==> src/rtl/code_conv_pipe_if.sv <==
// Handshake bundle for code_conv_pipe: input word/mode with valid/ready,
// converted result/error flag with valid/ready.
interface code_conv_pipe_if #(
    parameter int unsigned WIDTH = 8
);
    logic             in_valid;
    logic             in_ready;
    logic [WIDTH-1:0] in_data;
    logic [1:0]       in_mode;
    logic             out_valid;
    logic             out_ready;
    logic [WIDTH-1:0] out_data;
    logic             out_err;

    modport master (
        output in_valid, in_data, in_mode, out_ready,
        input  in_ready, out_valid, out_data, out_err
    );

    modport slave (
        input  in_valid, in_data, in_mode, out_ready,
        output in_ready, out_valid, out_data, out_err
    );
endinterface

==> src/rtl/code_conv_pipe.sv <==
// Two-stage valid/ready pipelined binary/Gray/BCD/Excess-3 converter.
// Optional saturating error counter enabled by defining CODE_CONV_ERRCNT_EN.
module code_conv_pipe #(
    parameter int unsigned WIDTH = 8,
    parameter int unsigned CNT_W = 16
) (
    input  logic clk,
    input  logic rst,
    code_conv_pipe_if.slave bus
`ifdef CODE_CONV_ERRCNT_EN
    ,
    output logic [CNT_W-1:0] err_count
`endif
);
    localparam int unsigned NDIG = WIDTH / 4;

    logic             r_s1_valid;
    logic [WIDTH-1:0] r_s1_data;
    logic [1:0]       r_s1_mode;
    logic             r_s2_valid;
    logic [WIDTH-1:0] r_s2_data;
    logic             r_s2_err;

    logic             w_s1_load;
    logic             w_s2_load;
    logic [WIDTH-1:0] w_conv;
    logic             w_err;
    logic             w_acc;
    logic [3:0]       w_dig;

    if (WIDTH < 4 || (WIDTH % 4) != 0) begin : g_bad_width
        $error("code_conv_pipe: WIDTH must be a multiple of 4 and at least 4");
    end

    assign w_s2_load    = !r_s2_valid || bus.out_ready;
    assign w_s1_load    = !r_s1_valid || w_s2_load;
    assign bus.in_ready = w_s1_load;

    assign bus.out_valid = r_s2_valid;
    assign bus.out_data  = r_s2_data;
    assign bus.out_err   = r_s2_err;

    always_comb begin
        w_conv = '0;
        w_err  = 1'b0;
        w_acc  = 1'b0;
        w_dig  = '0;
        case (r_s1_mode)
            2'b00: w_conv = r_s1_data ^ (r_s1_data >> 1);
            2'b10: begin
                // Prefix XOR walks from the MSB down
                for (int unsigned i = 0; i < WIDTH; i++) begin
                    w_acc = w_acc ^ r_s1_data[WIDTH-1-i];
                    w_conv[WIDTH-1-i] = w_acc;
                end
            end
            2'b01: begin
                for (int unsigned d = 0; d < NDIG; d++) begin
                    w_dig = r_s1_data[4*d +: 4];
                    if (w_dig <= 4'd9) begin
                        w_conv[4*d +: 4] = w_dig + 4'd3;
                    end else begin
                        w_err = 1'b1;
                    end
                end
            end
            default: begin
                for (int unsigned d = 0; d < NDIG; d++) begin
                    w_dig = r_s1_data[4*d +: 4];
                    if (w_dig >= 4'd3 && w_dig <= 4'd12) begin
                        w_conv[4*d +: 4] = w_dig - 4'd3;
                    end else begin
                        w_err = 1'b1;
                    end
                end
            end
        endcase
    end

    always_ff @(posedge clk or posedge rst) begin
        if (rst) begin
            r_s1_valid <= 1'b0;
            r_s1_data  <= '0;
            r_s1_mode  <= '0;
            r_s2_valid <= 1'b0;
            r_s2_data  <= '0;
            r_s2_err   <= 1'b0;
        end else begin
            if (w_s1_load) begin
                r_s1_valid <= bus.in_valid;
                if (bus.in_valid) begin
                    r_s1_data <= bus.in_data;
                    r_s1_mode <= bus.in_mode;
                end
            end
            if (w_s2_load) begin
                r_s2_valid <= r_s1_valid;
                if (r_s1_valid) begin
                    r_s2_data <= w_conv;
                    r_s2_err  <= w_err;
                end
            end
        end
    end

`ifdef CODE_CONV_ERRCNT_EN
    logic [CNT_W-1:0] r_err_count;

    always_ff @(posedge clk or posedge rst) begin
        if (rst) begin
            r_err_count <= '0;
        end else if (r_s2_valid && bus.out_ready && r_s2_err && (r_err_count != '1)) begin
            r_err_count <= r_err_count + 1'b1;
        end
    end

    assign err_count = r_err_count;
`else
    if (CNT_W == 0) begin : g_bad_cnt_w
        $error("code_conv_pipe: CNT_W must be nonzero");
    end
`endif
endmodule

==> src/flat_wrapper.sv <==
// flat-port wrapper written by rule: the top's interface ports become plain ports
module code_conv_pipe_flat 
#(
    parameter int unsigned WIDTH = 8,
    parameter int unsigned CNT_W = 16
)
  (clk, rst, bus_in_valid, bus_in_data, bus_in_mode, bus_out_ready, bus_in_ready, bus_out_valid, bus_out_data, bus_out_err);
  code_conv_pipe_if #(.WIDTH(WIDTH)) bus_i ();
  input  logic clk;
  input  logic rst;
  input wire logic [$bits(bus_i.in_valid)-1:0] bus_in_valid;
  input wire logic [$bits(bus_i.in_data)-1:0] bus_in_data;
  input wire logic [$bits(bus_i.in_mode)-1:0] bus_in_mode;
  input wire logic [$bits(bus_i.out_ready)-1:0] bus_out_ready;
  output wire logic [$bits(bus_i.in_ready)-1:0] bus_in_ready;
  output wire logic [$bits(bus_i.out_valid)-1:0] bus_out_valid;
  output wire logic [$bits(bus_i.out_data)-1:0] bus_out_data;
  output wire logic [$bits(bus_i.out_err)-1:0] bus_out_err;
  assign bus_i.in_valid = bus_in_valid;
  assign bus_i.in_data = bus_in_data;
  assign bus_i.in_mode = bus_in_mode;
  assign bus_i.out_ready = bus_out_ready;
  assign bus_in_ready = bus_i.in_ready;
  assign bus_out_valid = bus_i.out_valid;
  assign bus_out_data = bus_i.out_data;
  assign bus_out_err = bus_i.out_err;
  code_conv_pipe #(.WIDTH(WIDTH), .CNT_W(CNT_W)) u_core (.clk(clk), .rst(rst), .bus(bus_i));
endmodule
==> config.mk <==
export PLATFORM = sky130hd
export DESIGN_NAME = code_conv_pipe_flat
export DESIGN_NICKNAME = d
export VERILOG_FILES = /design/src/rtl/code_conv_pipe_if.sv /design/src/rtl/code_conv_pipe.sv /design/src/flat_wrapper.sv
export SDC_FILE = /design/constraint.sdc
export NUM_CORES = 1
export LEC_CHECK = 0
export BUFFER_PORTS_ARGS = -buffer_cell sky130_fd_sc_hd__buf_2
export CAP_MARGIN = 10
export CELL_PAD_IN_SITES_DETAIL_PLACEMENT = 1
export CELL_PAD_IN_SITES_GLOBAL_PLACEMENT = 2
export CORE_ASPECT_RATIO = 1.25
export CORE_MARGIN = 5
export CORE_UTILIZATION = 37
export CTS_BUF_LIST = sky130_fd_sc_hd__clkbuf_8
export DETAILED_ROUTE_END_ITERATION = 16
export PLACE_DENSITY = 0.78
export SYNTH_ARGS = -nofsm -noshare
export SYNTH_HDL_FRONTEND = slang
export SYNTH_SLANG_ARGS = --single-unit
==> constraint.sdc <==
create_clock -name clk -period 2.8 [get_ports clk]
set_input_delay 0.56 -clock clk [delete_from_list [all_inputs] [get_ports clk]]
set_output_delay 0.56 -clock clk [all_outputs]
set_load 0.005 [all_outputs]
==> results of run 1 <==
## cells in the mapped netlist (2+ instances only)
master | instances | area share [%]
sky130_fd_sc_hd__nand2_1 | 17 | 3.8
sky130_fd_sc_hd__nand4_1 | 2 | 0.75
sky130_fd_sc_hd__clkbuf_1 | 5 | 1.1
sky130_fd_sc_hd__mux2_2 | 10 | 6.8
sky130_fd_sc_hd__o32ai_1 | 2 | 1.1
sky130_fd_sc_hd__nor2_1 | 5 | 1.1
sky130_fd_sc_hd__o21a_1 | 5 | 2.3
sky130_fd_sc_hd__xnor2_2 | 2 | 2.0
sky130_fd_sc_hd__nor2b_1 | 6 | 2.3
sky130_fd_sc_hd__inv_1 | 11 | 2.5
sky130_fd_sc_hd__o21ai_0 | 4 | 1.2
sky130_fd_sc_hd__o221ai_1 | 2 | 1.1
sky130_fd_sc_hd__mux2i_1 | 2 | 1.2
sky130_fd_sc_hd__dfrtp_1 | 21 | 32
sky130_fd_sc_hd__a21oi_1 | 7 | 2.1
sky130_fd_sc_hd__ha_1 | 22 | 17
sky130_fd_sc_hd__a31oi_1 | 5 | 1.9
sky130_fd_sc_hd__a21boi_0 | 2 | 0.90
sky130_fd_sc_hd__o22a_1 | 2 | 1.1
sky130_fd_sc_hd__nor3_1 | 4 | 1.2
sky130_fd_sc_hd__nand2b_1 | 6 | 2.3
sky130_fd_sc_hd__xnor2_1 | 9 | 4.7
## cell families after synthesis
kind of cell | Yosys count | synth area share, %
compound gates | 39 | 16.9
mux | 12 | 7.97
fa+ha+maj | 22 | 16.5
simple gates | 45 | 13.5
xor+xnor | 13 | 8.87
buf+inv | 18 | 4.59
flops | 21 | 31.6
## stage by stage
| step | cells | worst slack, ns |
|---|---|---|
| global placement | 245 | 0.740 |
| CTS | 249 | 0.617 |
| finish | 249 | 0.634 |
| global route | 249 | 0.496 |
| floorplan | 170 | 0.840 |
| detailed placement | 245 | 0.635 |
## sequential cells by signal, summed over array words and instances, names as in the netlist
name,cells
u_core.bus.out_err,1
u_core.bus.out_valid,1
u_core.bus.out_data,8
u_core.r_s1_valid,1
u_core.r_s1_data,8
u_core.r_s1_mode,2
## critical path: cells and delay by family (launching register included)
family,cells,cell delay [ns]
buffers and inverters,1,0.16
multiplexers,1,0.23
XOR/XNOR,3,0.61
AO/OA/AOI/OAI,1,0.20
adder cells (fa/ha/maj),1,0.40
flip-flops,1,0.50
## final timing paths
kind	cells after the start	slack, ns	to	start
max in group asynchronous	2	1.86	u_core.bus.out_data[1]	rst
worst min-delay path	2	0.43	u_core.r_s1_data[5]	rst
worst min register to register	1	0.50	u_core.bus.out_data[4]	u_core.bus.out_data[4]
worst max-delay path	7	0.63	u_core.bus.out_data[0]	u_core.r_s1_data[6]
min in group clk	1	0.50	u_core.bus.out_data[4]	u_core.bus.out_data[4]
worst max register to register	7	0.63	u_core.bus.out_data[0]	u_core.r_s1_data[6]
## area by class of cell
type | count | area, um2 | share of cell area (%)
clock buffer | 3 | 41.3 | 2.21
clock inverter | 1 | 3.75 | 0.201
inverter | 11 | 41.3 | 2.21
multi-input combinational | 131 | 1060 | 56.9
sequential | 21 | 526 | 28.2
tap | 58 | 72.6 | 3.89
timing repair buffer | 24 | 120 | 6.43
## power groups by stage
stage	Sequential, mW	Combinational (mW)	Clock [mW]
final	0.461	0.544	0.197
after detailed placement	0.470	0.549	0
after global placement	0.464	0.537	0
after floorplan	0.436	0.429	0
after CTS	0.463	0.555	0.207
after global routing	0.479	0.613	0.224
## per-layer routing
metal | vias up | part of all wire (%)
met5 | - | 0
met4 | 0 | 1.3
met3 | 6 | 4.1
met2 | 25 | 47
met1 | 598 | 48
li1 | 639 | -
==> impl.org, run 1 <==
** CTS
- Inserted Clock Buffers :: 3
- In this run, post-CTS hold repair placed 0 buffers.
- Clock-pin slew was measured on the worst setup and hold paths at 0.08 ns.
- Clock latency reported for the late side of the worst-skew pair :: 0.26 ns
- Root buf cell :: sky130_fd_sc_hd__clkbuf_8
- TritonCTS built the clock tree.
- Sinks on Clock Net :: 21
- Post-CTS timing repair inserted 0 buffers for setup.
- Resized Gates After CTS :: 0
- The clock passes through at most 2 buffers.
- Maximum level of the CTS H-tree :: 1

** Route
- For this run, design rule violations remaining after detail routing come to 0.
- The count of nets left with antenna violations once routing finished came out at 0.
- First-pass iteration count of the detailed router :: 4
- In the final routed layout, each cell accounts on average for 15.1 um.
- Average vias per placed instance :: 5.09
- The detailed router finished its first iteration with 45 violations.
- The final layout contains routed wiring with a total length of 3.75 mm.
- Via count :: 1268

** Timing
- Setup repair after global routing missed its margin :: false
- Final worst path period need :: 2.17 ns
- Final total negative setup slack :: 0 ns
- The count of final max-slew check failures is 0.
- For the pin with the worst max-slew slack, the measured transition is 0.796 ns.
- The total count of hold-check failures in the final report is 0.
- Derived from the worst setup path, the maximum achievable clock frequency is 462 MHz.
- Final clock skew :: 0.00773 ns
- Slew headroom :: 46.9%
- Setup violations remaining at the end of the flow were counted as 0.
- Across all hold checks on the routed design, the worst slack comes to 0.434 ns.
- Final cycle utilization of the critical path :: 77.4%

** Power and ir drop
- For this design the static power due to leakage is 0.849 nW.
- Part of the total power dissipated in combinational logic :: 45.3%
- Switching part of the total :: 37.8%
- In this run, the clock network consumes 16.4% of the power.
- Total design power :: 1.20 mW
- Peak ir drop on the vdd network :: 0.237 mV
- For this design the total switching power over the nets is 0.454 mW.
- In this run, flip-flops and latches consume 38.3% of the power.
- Power spread over the standard cell area amounts to 644 nW/um2.
- Internal power comes to 0.748 mW.

** Global routing
- Busiest layer in global routing :: met2
- For this run, global-route usage on met1 was measured as 18.0%.
- Total congestion overflow after global routing :: 0
- Global routing used 22.2% of the available met2 tracks.
- Antenna violations before repair :: 0
- Wire length of the first global-routing pass :: 6.76 mm
- GR Util All Layers :: 13.6%
- Number of global-route vias before repair :: 1412
- Maximum number of pins on one net before global-route repair :: 24
- Global Route met3 Usage :: 2.73%

** Synth
- Mapped Area :: 1660 um2
- Yosys mapped a number of flops with a built-in enable equal to 0.
- Syn Nets :: 206
- A synthesized cell averages 9.79 um2.
- Count of synthesis-stage warnings from yosys :: 0
- Library cells used by synthesis :: 41
- Number of storage elements in the synthesis netlist :: 21
- The cell count after synthesis came out at 170.
- In the synthesized netlist the async set-or-reset flop fraction comes to 100%.
- Leading register cell type out of synthesis :: sky130_fd_sc_hd__dfrtp_1
- Summing the sequential cell areas from Yosys gives 31.6% of the chip area.

** Setup path
- Arrival time at the worst endpoint :: 2.36 ns
- Critical path start-end classification :: register to register
- Counting stages on the worst path, the most repeated cell is sky130_fd_sc_hd__xnor2_1.
- Among all stages on the critical path, the largest delay is contributed by sky130_fd_sc_hd__dfrtp_1.
- Cell chain of the critical path :: inv_1, ha_1, xnor2_4, xnor2_1, xnor2_1, mux2i_1, o221a_1
- Required time at the worst-slack endpoint :: 2.99 ns
- Peak fanout along the critical path :: 8
- Startpoint kind of the worst setup timing path :: register
- The worst setup path is captured at a register.
- On the worst path, the slowest cell contributes a delay of 0.50 ns.

** Placed design
- Detailed placement finished with a half-perimeter wire length of 2.94 mm.
- At the end of routability-driven placement, the weighted congestion stood at 0.798.
- Instance area at placement :: 1820 um2
- Buffers placed on the I/O ports in this run total 24.

** Cells and area
- Layout Area Growth over Synthesis :: 12.2%
- Most frequent standard cell in the layout excluding fill and tap cells :: sky130_fd_sc_hd__buf_2
- The repair_antennas step left the layout with diodes totalling 0.
- Nets :: 228
- Cells fill 42.5% of the core in the end.
- The top cell types in the final layout, fill and taps aside, are 24 x sky130_fd_sc_hd__buf_2, 22 x sky130_fd_sc_hd__ha_1, 21 x sky130_fd_sc_hd__dfrtp_1.
- Number of filler instances in the final layout :: 544
- Summing all non-filler instances in the final layout gives an area of 1870 um2.
- Cells with a size suffix above 1 make up 22.0% of the layout.

** Run status
- The flow ran to the end, and the final reports show no timing, DRC or antenna violations.

** Floorplan
- The floorplan step set the die height to 85.0 um.
- IO Count :: 25
- In this run the standard cell core region covers 4390 um2.
- Die area :: 5950 um2
- Starting Density :: 37.9%
- Die width :: 70.0 um
- The initialized floorplan defines 27 standard-cell rows.

** Flow run
- Max-cap violations in this run came to 0.

** Hold path
- The tightest min-delay check is of the input pin to async pin type.
No activity file was read; power rests on OpenSTA's default activity.
==> inputs of run 2 (changes only) <==
--- a/config.mk
+++ b/config.mk
@@ -5,16 +5,17 @@
 export SDC_FILE = /design/constraint.sdc
 export NUM_CORES = 1
 export LEC_CHECK = 0
+export ABC_AREA = 1
 export BUFFER_PORTS_ARGS = -buffer_cell sky130_fd_sc_hd__buf_2
 export CAP_MARGIN = 10
 export CELL_PAD_IN_SITES_DETAIL_PLACEMENT = 1
 export CELL_PAD_IN_SITES_GLOBAL_PLACEMENT = 2
 export CORE_ASPECT_RATIO = 1.25
 export CORE_MARGIN = 5
-export CORE_UTILIZATION = 37
+export CORE_UTILIZATION = 30
 export CTS_BUF_LIST = sky130_fd_sc_hd__clkbuf_8
 export DETAILED_ROUTE_END_ITERATION = 16
-export PLACE_DENSITY = 0.78
+export PLACE_DENSITY = 0.73
 export SYNTH_ARGS = -nofsm -noshare
 export SYNTH_HDL_FRONTEND = slang
 export SYNTH_SLANG_ARGS = --single-unit
==> constraint.sdc (replaced) <==
create_clock -name clk -period 1.9 [get_ports clk]
set_input_delay 0.38 -clock clk [delete_from_list [all_inputs] [get_ports clk]]
set_output_delay 0.38 -clock clk [all_outputs]
set_load 0.005 [all_outputs]
==> run 2 against run 1 <==
Design area up 6.1%. Routed wire length grew 24%. Clock power rose by 60%. Sequential power increased by 40%. Combinational power up 72%. Critical path depth rose by 2. Largest cell class unchanged. Critical endpoint is now u_core.bus.out_data[6]. Global-route usage increased by 0.85 points. Cell count grew 24%. Synthesized area down 5.1%. Highest routed layer unchanged. Critical path type unchanged. Non-clock buffer count increased by 16. Die area increased by 15%. Setup slack got worse by 0.53 ns.
==> impl.org, run 2 <==
** Run status
- The flow ran to the end, and the final reports show no timing, DRC or antenna violations.

** Synth
- The synthesized design spends more area on one cell type than any other, namely sky130_fd_sc_hd__dfrtp_1.
- In this run, synthesis inferred 0 flip-flops with an integrated enable.
- After synthesis, the largest family of logic cells by area is simple AND/OR/NAND/NOR gates.
- Counting flops with an async set or reset pin after synthesis yields a share of 100%.
- Area fraction in compound gates after synthesis :: 14.4%
- Yosys top cell area share :: 33.3%
- The average instance in the mapped netlist occupies 7.67 um2.
- Biggest area contributors in the synthesized netlist :: sky130_fd_sc_hd__dfrtp_1 33%, sky130_fd_sc_hd__ha_1 17%, sky130_fd_sc_hd__nand2_1 8.8%, sky130_fd_sc_hd__a21oi_1 6.0%, sky130_fd_sc_hd__inv_1 5.5%
- Xor and xnor area share after synthesis :: 3.33%
- Of the total synthesized cell area, the portion taken by AND, OR, NAND and NOR gates is 23.9%.
- After synthesis, the netlist uses 26 different library cells.
- Sequential share of the synthesized area :: 33.3%
- Instance count of the mapped netlist :: 206
- In this run, synthesis produced a sequential element count of 21.
- Leading register cell type out of synthesis :: sky130_fd_sc_hd__dfrtp_1
- Syn Nets :: 242
- After synthesis, the share of cell area in mux cells is 0%.
- Ranked by instance count, the synthesized netlist is headed by 37 x sky130_fd_sc_hd__nand2_1, 23 x sky130_fd_sc_hd__inv_1, 22 x sky130_fd_sc_hd__ha_1, 21 x sky130_fd_sc_hd__dfrtp_1, 21 x sky130_fd_sc_hd__nor2_1.
- Count of synthesis-stage warnings from yosys :: 0
- Of the total synthesized cell area, the portion taken by full adders, half adders and majority gates is 17.4%.
- Yosys instantiated no cell more often than sky130_fd_sc_hd__nand2_1.
- The cell area that synthesis handed to floorplanning was 1580 um2.

** Cells and area
- After filler insertion, the fill cell instance count of the layout stands at 649.
- Nets :: 283
- Cells with a size suffix above 1 make up 30.5% of the layout.
- In the layout the commonest cells are 36 x sky130_fd_sc_hd__nand2_1, 24 x sky130_fd_sc_hd__buf_2, 20 x sky130_fd_sc_hd__inv_1, 20 x sky130_fd_sc_hd__ha_1.
- Most frequent standard cell in the layout excluding fill and tap cells :: sky130_fd_sc_hd__nand2_1
- From synthesis to final layout, the design area changed by 25.4%.
- Antenna diodes :: 0

** Timing
- Hold is met by 0.127 ns.
- Setup violations remaining at the end of the flow were counted as 0.
- The total count of hold-check failures in the final report is 0.
- Final clock skew :: 0.00754 ns
- The final critical path takes up 94.4% of the cycle.
- Final total negative setup slack :: 0 ns
- Final worst path period need :: 1.79 ns
- The count of final max-slew check failures came to 0.
- Peak Freq :: 557 MHz
- Measured against its own limit, the worst slew margin works out to 67.2%.
- At the pin with the least slew margin, the transition time is 0.492 ns.
- Setup repair after global routing left no endpoint under its margin.

** Route
- Via count :: 1488
- Once detail routing completed, the nets flagged for antenna violations numbered 0.
- Average vias per placed instance :: 4.83
- For this run, the detailed router's first-pass iteration total came to 4.
- Per-cell routed wire length :: 15.0 um
- Initial detailed-routing violation count :: 28
- For this run, design rule violations remaining after detail routing come to 0.
- The final layout contains routed wiring with a total length of 4.64 mm.

** Setup path
- Required time at the worst-slack endpoint :: 2.10 ns
- Arrival time at the worst endpoint :: 1.99 ns
- Critical Path Sink Type :: register
- STA classifies the critical path startpoint as a register.
- The critical path is of the register to register type.
- Peak fanout along the critical path :: 7

** Hold path
- The min-delay analysis places its worst path in the category input pin to async pin.

** CTS
- Sinks on Clock Net :: 21
- Register clock-pin slew on the reported worst setup and hold paths :: 0.09 ns
- In this run the number of H-tree levels came out at 1.
- In this run the deepest clock path goes through 2 buffers.
- Inserted Clock Buffers :: 3
- Clock latency reported for the late side of the worst-skew pair :: 0.27 ns
- Hold repair after CTS inserted 0 buffers.
- TritonCTS built the clock tree.
- CTS placed an instance of sky130_fd_sc_hd__clkbuf_8 at the clock tree root.

** Global routing
- Antenna violations before repair :: 0
- Entering global routing, the biggest net connects 22 pins.
- Global routing used 14.5% of the available tracks across all layers.
- Wire length of the first global-routing pass :: 7.67 mm
- Number of global-route vias before repair :: 1588
- For this run the aggregate overflow at the end of global routing stands at 0.

** Power and ir drop
- Clock share of power :: 16.7%
- In this run the static leakage power is 1.01 nW.
- In this run the power spent charging and discharging nets is 0.786 mW.
- Of the total power, the share spent switching nets is 41.5%.
- VDD sags by at most 0.375 mV.
- In this run the power density over the cells is 957 nW/um2.
- Cell-internal power :: 1.11 mW
- The share of total power dissipated in combinational logic is 49.2%.
- Of the total power, registers draw 34.1%.

** Floorplan
- Starting Density :: 31.1%
- Measured along the x axis, the die boundary spans 74.9 um.
- IO Count :: 25
- The die is 91.1 um tall.
- Row generation in the floorplan step produced 29 rows.
- Die area :: 6820 um2
- Core Region :: 5080 um2

** Placed design
- Hpwl dp :: 3.66 mm
- At the end of routability-driven placement, the weighted congestion stood at 0.813.
- The count of buffers added on input and output ports is 24.

** Flow run
- Max-cap violations in this run came to 0.
==> run 2: changes by cell type after synthesis, sizes merged, moves of 7 or more <==
cell,delta
nand2,+28
inv,+17
nor2,+16
a21oi,+12
nand3,+12
mux2,-10
xnor2,-10
o21ai,+7
==> run 2: timing repair <==
item | 4_1_cts | 5_1_grt
setup buffers | 0 | 0
gates cloned | 0 | 0
resized for setup | 3 | 11
setup endpoints to repair | 3 | 5
endpoints found under the hold margin | 0 | 0
==> run 2: layer usage <==
layer	global-route usage, %	up-vias	part of all wire (%)
li1	-	751	-
met1	17.0	719	41
met2	26.5	13	56
met3	1.88	5	1.9
met4	4.15	0	1.1
met5	0	-	0
==> run 2: cell families (layout without fill, tap and decap cells) <==
| kind of cell | Yosys count | in the layout |
|---|---|---|
| AND/OR/NAND/NOR | 84 | 84 |
| AO/OA/AOI/OAI | 41 | 41 |
| buffers and inverters | 32 | 72 |
| adder cells (fa/ha/maj) | 22 | 22 |
| flip-flops | 21 | 21 |
| XOR/XNOR | 6 | 6 |
==> run 2: worst paths after layout <==
kind / from / end / slack, ns / cells past startpoint
setup / recovery: u_core.r_s1_data[6] / u_core.bus.out_data[6] / 0.11 / 9
hold / removal: rst / u_core.r_s1_data[4] / 0.13 / 3
setup reg to reg: u_core.r_s1_data[6] / u_core.bus.out_data[6] / 0.11 / 9
hold reg to reg: u_core.bus.out_data[5] / u_core.bus.out_data[5] / 0.50 / 2
max in group asynchronous: rst / u_core.r_s1_data[0] / 1.53 / 3
min in group clk: bus_in_data[7] / u_core.r_s1_data[7] / 0.35 / 3
==> run 2: final cells by class <==
type / instances / area, um2 / share of cell area, %
timing repair buffer: 40 / 253 / 12.8
tap: 62 / 77.6 / 3.92
inverter: 28 / 105 / 5.31
sequential: 21 / 528 / 26.7
clock inverter: 1 / 5.00 / 0.253
clock buffer: 3 / 41.3 / 2.08
multi-input combinational: 153 / 971 / 49.0
==> run 2: worst max-delay path: stages, from the launching register on <==
cell	delay, ns
sky130_fd_sc_hd__dfrtp_1	0.36
sky130_fd_sc_hd__inv_1	0.09
sky130_fd_sc_hd__buf_4	0.17
sky130_fd_sc_hd__ha_1	0.22
sky130_fd_sc_hd__a21oi_1	0.18
sky130_fd_sc_hd__a21oi_2	0.07
sky130_fd_sc_hd__nor2_1	0.24
sky130_fd_sc_hd__buf_4	0.18
sky130_fd_sc_hd__nand3_1	0.06
sky130_fd_sc_hd__a31oi_1	0.15
==> run 2: stage by stage <==
stage                     cell area, um2  std cells  utilization [%]  total power [mW]  setup WS (ns)
after floorplan                     1580        206                -              1.20          0.108
after global placement              1890        304             37.3              1.55         -0.173
after detailed placement            1890        304             37.3              1.57         -0.174
after CTS                           1940        308             38.3              1.90        0.00452
after global routing                1980        308             39.0              2.07        0.00694
final                               1980        308             39.0              1.90          0.106
==> run 2: power by group through the flow <==
stage / sequential (mW) / combinational, mW / clock [mW]
floorplan: 0.668 / 0.529 / 0
global placement: 0.651 / 0.899 / 0
detailed placement: 0.657 / 0.909 / 0
CTS: 0.649 / 0.919 / 0.328
global route: 0.664 / 1.05 / 0.354
finish: 0.646 / 0.933 / 0.316
==> inputs of run 3 (changes only) <==
--- a/config.mk
+++ b/config.mk
@@ -15,7 +15,7 @@
 export CORE_UTILIZATION = 30
 export CTS_BUF_LIST = sky130_fd_sc_hd__clkbuf_8
 export DETAILED_ROUTE_END_ITERATION = 16
-export PLACE_DENSITY = 0.73
+export PLACE_DENSITY_LB_ADDON = 0.1
 export SYNTH_ARGS = -nofsm -noshare
 export SYNTH_HDL_FRONTEND = slang
 export SYNTH_SLANG_ARGS = --single-unit
==> run 3 against run 2 <==
Sequential power increased by 2%. Maximum frequency increased by 0.83%. Non-clock buffer count decreased by 1. Highest routed layer unchanged.
==> impl.org, run 3 (synthesis gave the netlist of run 2 again) <==
** CTS
- TritonCTS built the clock tree.
- Register clock-pin slew on the reported worst setup and hold paths :: 0.08 ns
- After clock tree synthesis, the flow added hold-fix buffers numbering 0.
- For the worst-skew pair, the clock arrives at the later sink with an insertion delay of 0.27 ns.
- Root buf cell :: sky130_fd_sc_hd__clkbuf_8
- CTS saw 21 sinks.
- CTS built an H-tree with a depth of 1.
- Maximum number of buffers from clock root to sink :: 2
- Inserted Clock Buffers :: 3

** Cells and area
- Layout Area Growth over Synthesis :: 23.6%
- Most frequent standard cell in the layout excluding fill and tap cells :: sky130_fd_sc_hd__nand2_1
- Fill cells in the final layout number 669.
- Layout cells sized above 1 :: 29.0%
- Leading cell types in the layout, fill and taps excluded :: 37 x sky130_fd_sc_hd__nand2_1, 24 x sky130_fd_sc_hd__buf_2, 21 x sky130_fd_sc_hd__ha_1
- Design area :: 1950 um2
- Cell Count, Final, Fillers Out :: 307
- Storage element area :: 529 um2
- Nets :: 282
- Post-Route Utilization :: 38.4%
- The multi-input combinational cells in the finished layout cover a total of 958 um2.
- 0 antenna diodes ended up in the layout.

** Timing
- Counting I/O delays and the setup requirement, the final critical path takes 1.78 ns.
- Tightest Pin Transition :: 0.412 ns
- Final total negative setup slack :: 0 ns
- The total count of hold-check failures in the final report is 0.
- Between clock sinks in the finished design, the worst skew comes to 0.00154 ns.
- For this run, the top clock speed supported by timing is 562 MHz.
- The worst pin sits at a relative slew slack of 72.5%.
- Number of pins exceeding their max-slew limit in the final report :: 0
- Setup violations remaining at the end of the flow were counted as 0.
- After layout, the worst path uses 93.7% of the clock period.

** Power and ir drop
- Reg power frac :: 34.9%
- Cell-internal power :: 1.10 mW
- IR analysis of the VDD net gives a maximum drop of 0.345 mV.
- Of the total power, the share spent switching nets is 41.6%.
- Static leakage :: 1.00 nW
- Switching power summed over all nets :: 0.781 mW
- Part of the total power dissipated in combinational logic :: 48.5%
- Cell Pwr Density :: 963 nW/um2
- Of the total power, the clock network draws 16.5%.

** Floorplan
- The floorplan step defined a core boundary enclosing 5080 um2.
- IO Count :: 25
- FP Rows :: 29
- Die boundary height :: 91.1 um
- Die area :: 6820 um2
- The die is 74.9 um wide.
- Once the floorplan was initialized, standard cells occupied 31.1% of the core.

** Setup path
- Along the worst path, the maximum fanout reaches 7.
- At the worst endpoint, the arrival time is 1.97 ns.
- The worst setup path is of the register to register kind.
- Reg2Reg Depth :: 10
- Origin of the critical flop-to-flop path :: u_core.r_s1_data[5]
- Critical Path Sink Type :: register
- Required time at the worst-slack endpoint :: 2.09 ns
- STA classifies the critical path startpoint as a register.
- The worst register-to-register path ends at u_core.bus.out_data[5].
- The setup check on the worst reg-to-reg path leaves a slack of 0.12 ns.

** Route
- Remaining routing DRC violations :: 0
- Initial detailed-routing violation count :: 45
- Wires add up to 4.57 mm.
- Detailed routing inserted a total of 1502 vias.
- Per-cell routed wire length :: 14.9 um
- Residual antenna-violating net count after detailed routing :: 0
- The first TritonRoute pass finished after 4 iterations.
- Average vias per placed instance :: 4.89

** Global routing
- Wire length of the first global-routing pass :: 8.05 mm
- Maximum number of pins on one net before global-route repair :: 22
- For this run, the total global-route usage over all layers was measured as 14.9%.
- Number of global-route vias before repair :: 1678
- The number of antenna violations at the first check in global routing was 0.
- Total congestion overflow after global routing :: 0

** Placed design
- The wire-length estimate of the detail-placed layout is 3.69 mm.
- Buffers placed on the I/O ports in this run total 24.
- Instance area at placement :: 1840 um2
- Final estimated routing congestion in global placement :: 0.802
- After detailed placement, the design holds a cell count of 299.

** Flow run
- Across the run, the number of max-cap violations was 0.

** Run status
- Status :: completed

** Hold path
- The tightest min-delay check is of the input pin to async pin type.
[run 3: per-stage QoR]
step	power [mW]	hold slack [ns]	setup WS, ns
floorplan	1.20	0.357	0.108
global placement	1.51	0.433	-0.117
detailed placement	1.54	0.447	-0.125
CTS	1.87	0.150	0.0196
global route	2.06	0.165	-0.000245
finish	1.88	0.139	0.121
[run 3: worst max path at each step]
stage,startpoint,to,slack [ns]
4_1_cts,u_core.r_s1_data[1],u_core.bus.out_data[1],0.02
6_report,u_core.r_s1_data[5],u_core.bus.out_data[5],0.12
3_3_place_gp,u_core.r_s1_data[0],u_core.bus.out_data[1],-0.12
3_5_place_dp,u_core.r_s1_data[0],u_core.bus.out_data[1],-0.12
2_1_floorplan,u_core.r_s1_data[6],u_core.bus.out_data[0],0.11
5_1_grt,u_core.r_s1_data[5],u_core.bus.out_data[5],-0.0002
[run 3: power by group through the flow]
stage,Combinational [mW],Sequential [mW],Clock [mW]
4_1_cts,0.886,0.656,0.328
5_1_grt,1.04,0.677,0.345
3_3_place_gp,0.859,0.656,0
3_5_place_dp,0.877,0.665,0
2_1_floorplan,0.529,0.668,0
6_report,0.912,0.656,0.311
[run 3: worst max-delay path: stages, from the launching register on]
cell and delay [ns]:
sky130_fd_sc_hd__dfrtp_2 0.46, sky130_fd_sc_hd__inv_2 0.14, sky130_fd_sc_hd__ha_1 0.20, sky130_fd_sc_hd__inv_1 0.06, sky130_fd_sc_hd__a21oi_1 0.13, sky130_fd_sc_hd__a21oi_1 0.08, sky130_fd_sc_hd__nor2_1 0.24, sky130_fd_sc_hd__nand2_1 0.08
sky130_fd_sc_hd__o221ai_1 0.09, sky130_fd_sc_hd__a21oi_1 0.07, sky130_fd_sc_hd__o21ai_1 0.15
[run 3: per-layer routing]
metal  up-vias  GRT usage, %  part of all wire, %
li1        748             -                    -
met1       730          17.2                   40
met2        16          27.1                   56
met3         8          2.21                  1.7
met4         0          5.04                  1.9
met5         -             0                    0
[run 3: cell type report]
type / instances / share of cell area (%)
multi-input cells: 153 / 49.1
repair buffers: 39 / 11.9
flip-flops and latches: 21 / 27.1
clock buffers: 3 / 2.12
well taps: 62 / 3.97
clock inverters: 1 / 0.256
inverters: 28 / 5.51
[run 3: repair_timing]
item | 4_1_cts | 5_1_grt
gates resized for setup | 2 | 12
setup buffers | 0 | 4
setup endpoints to repair | 1 | 6
pin swaps | 0 | 0
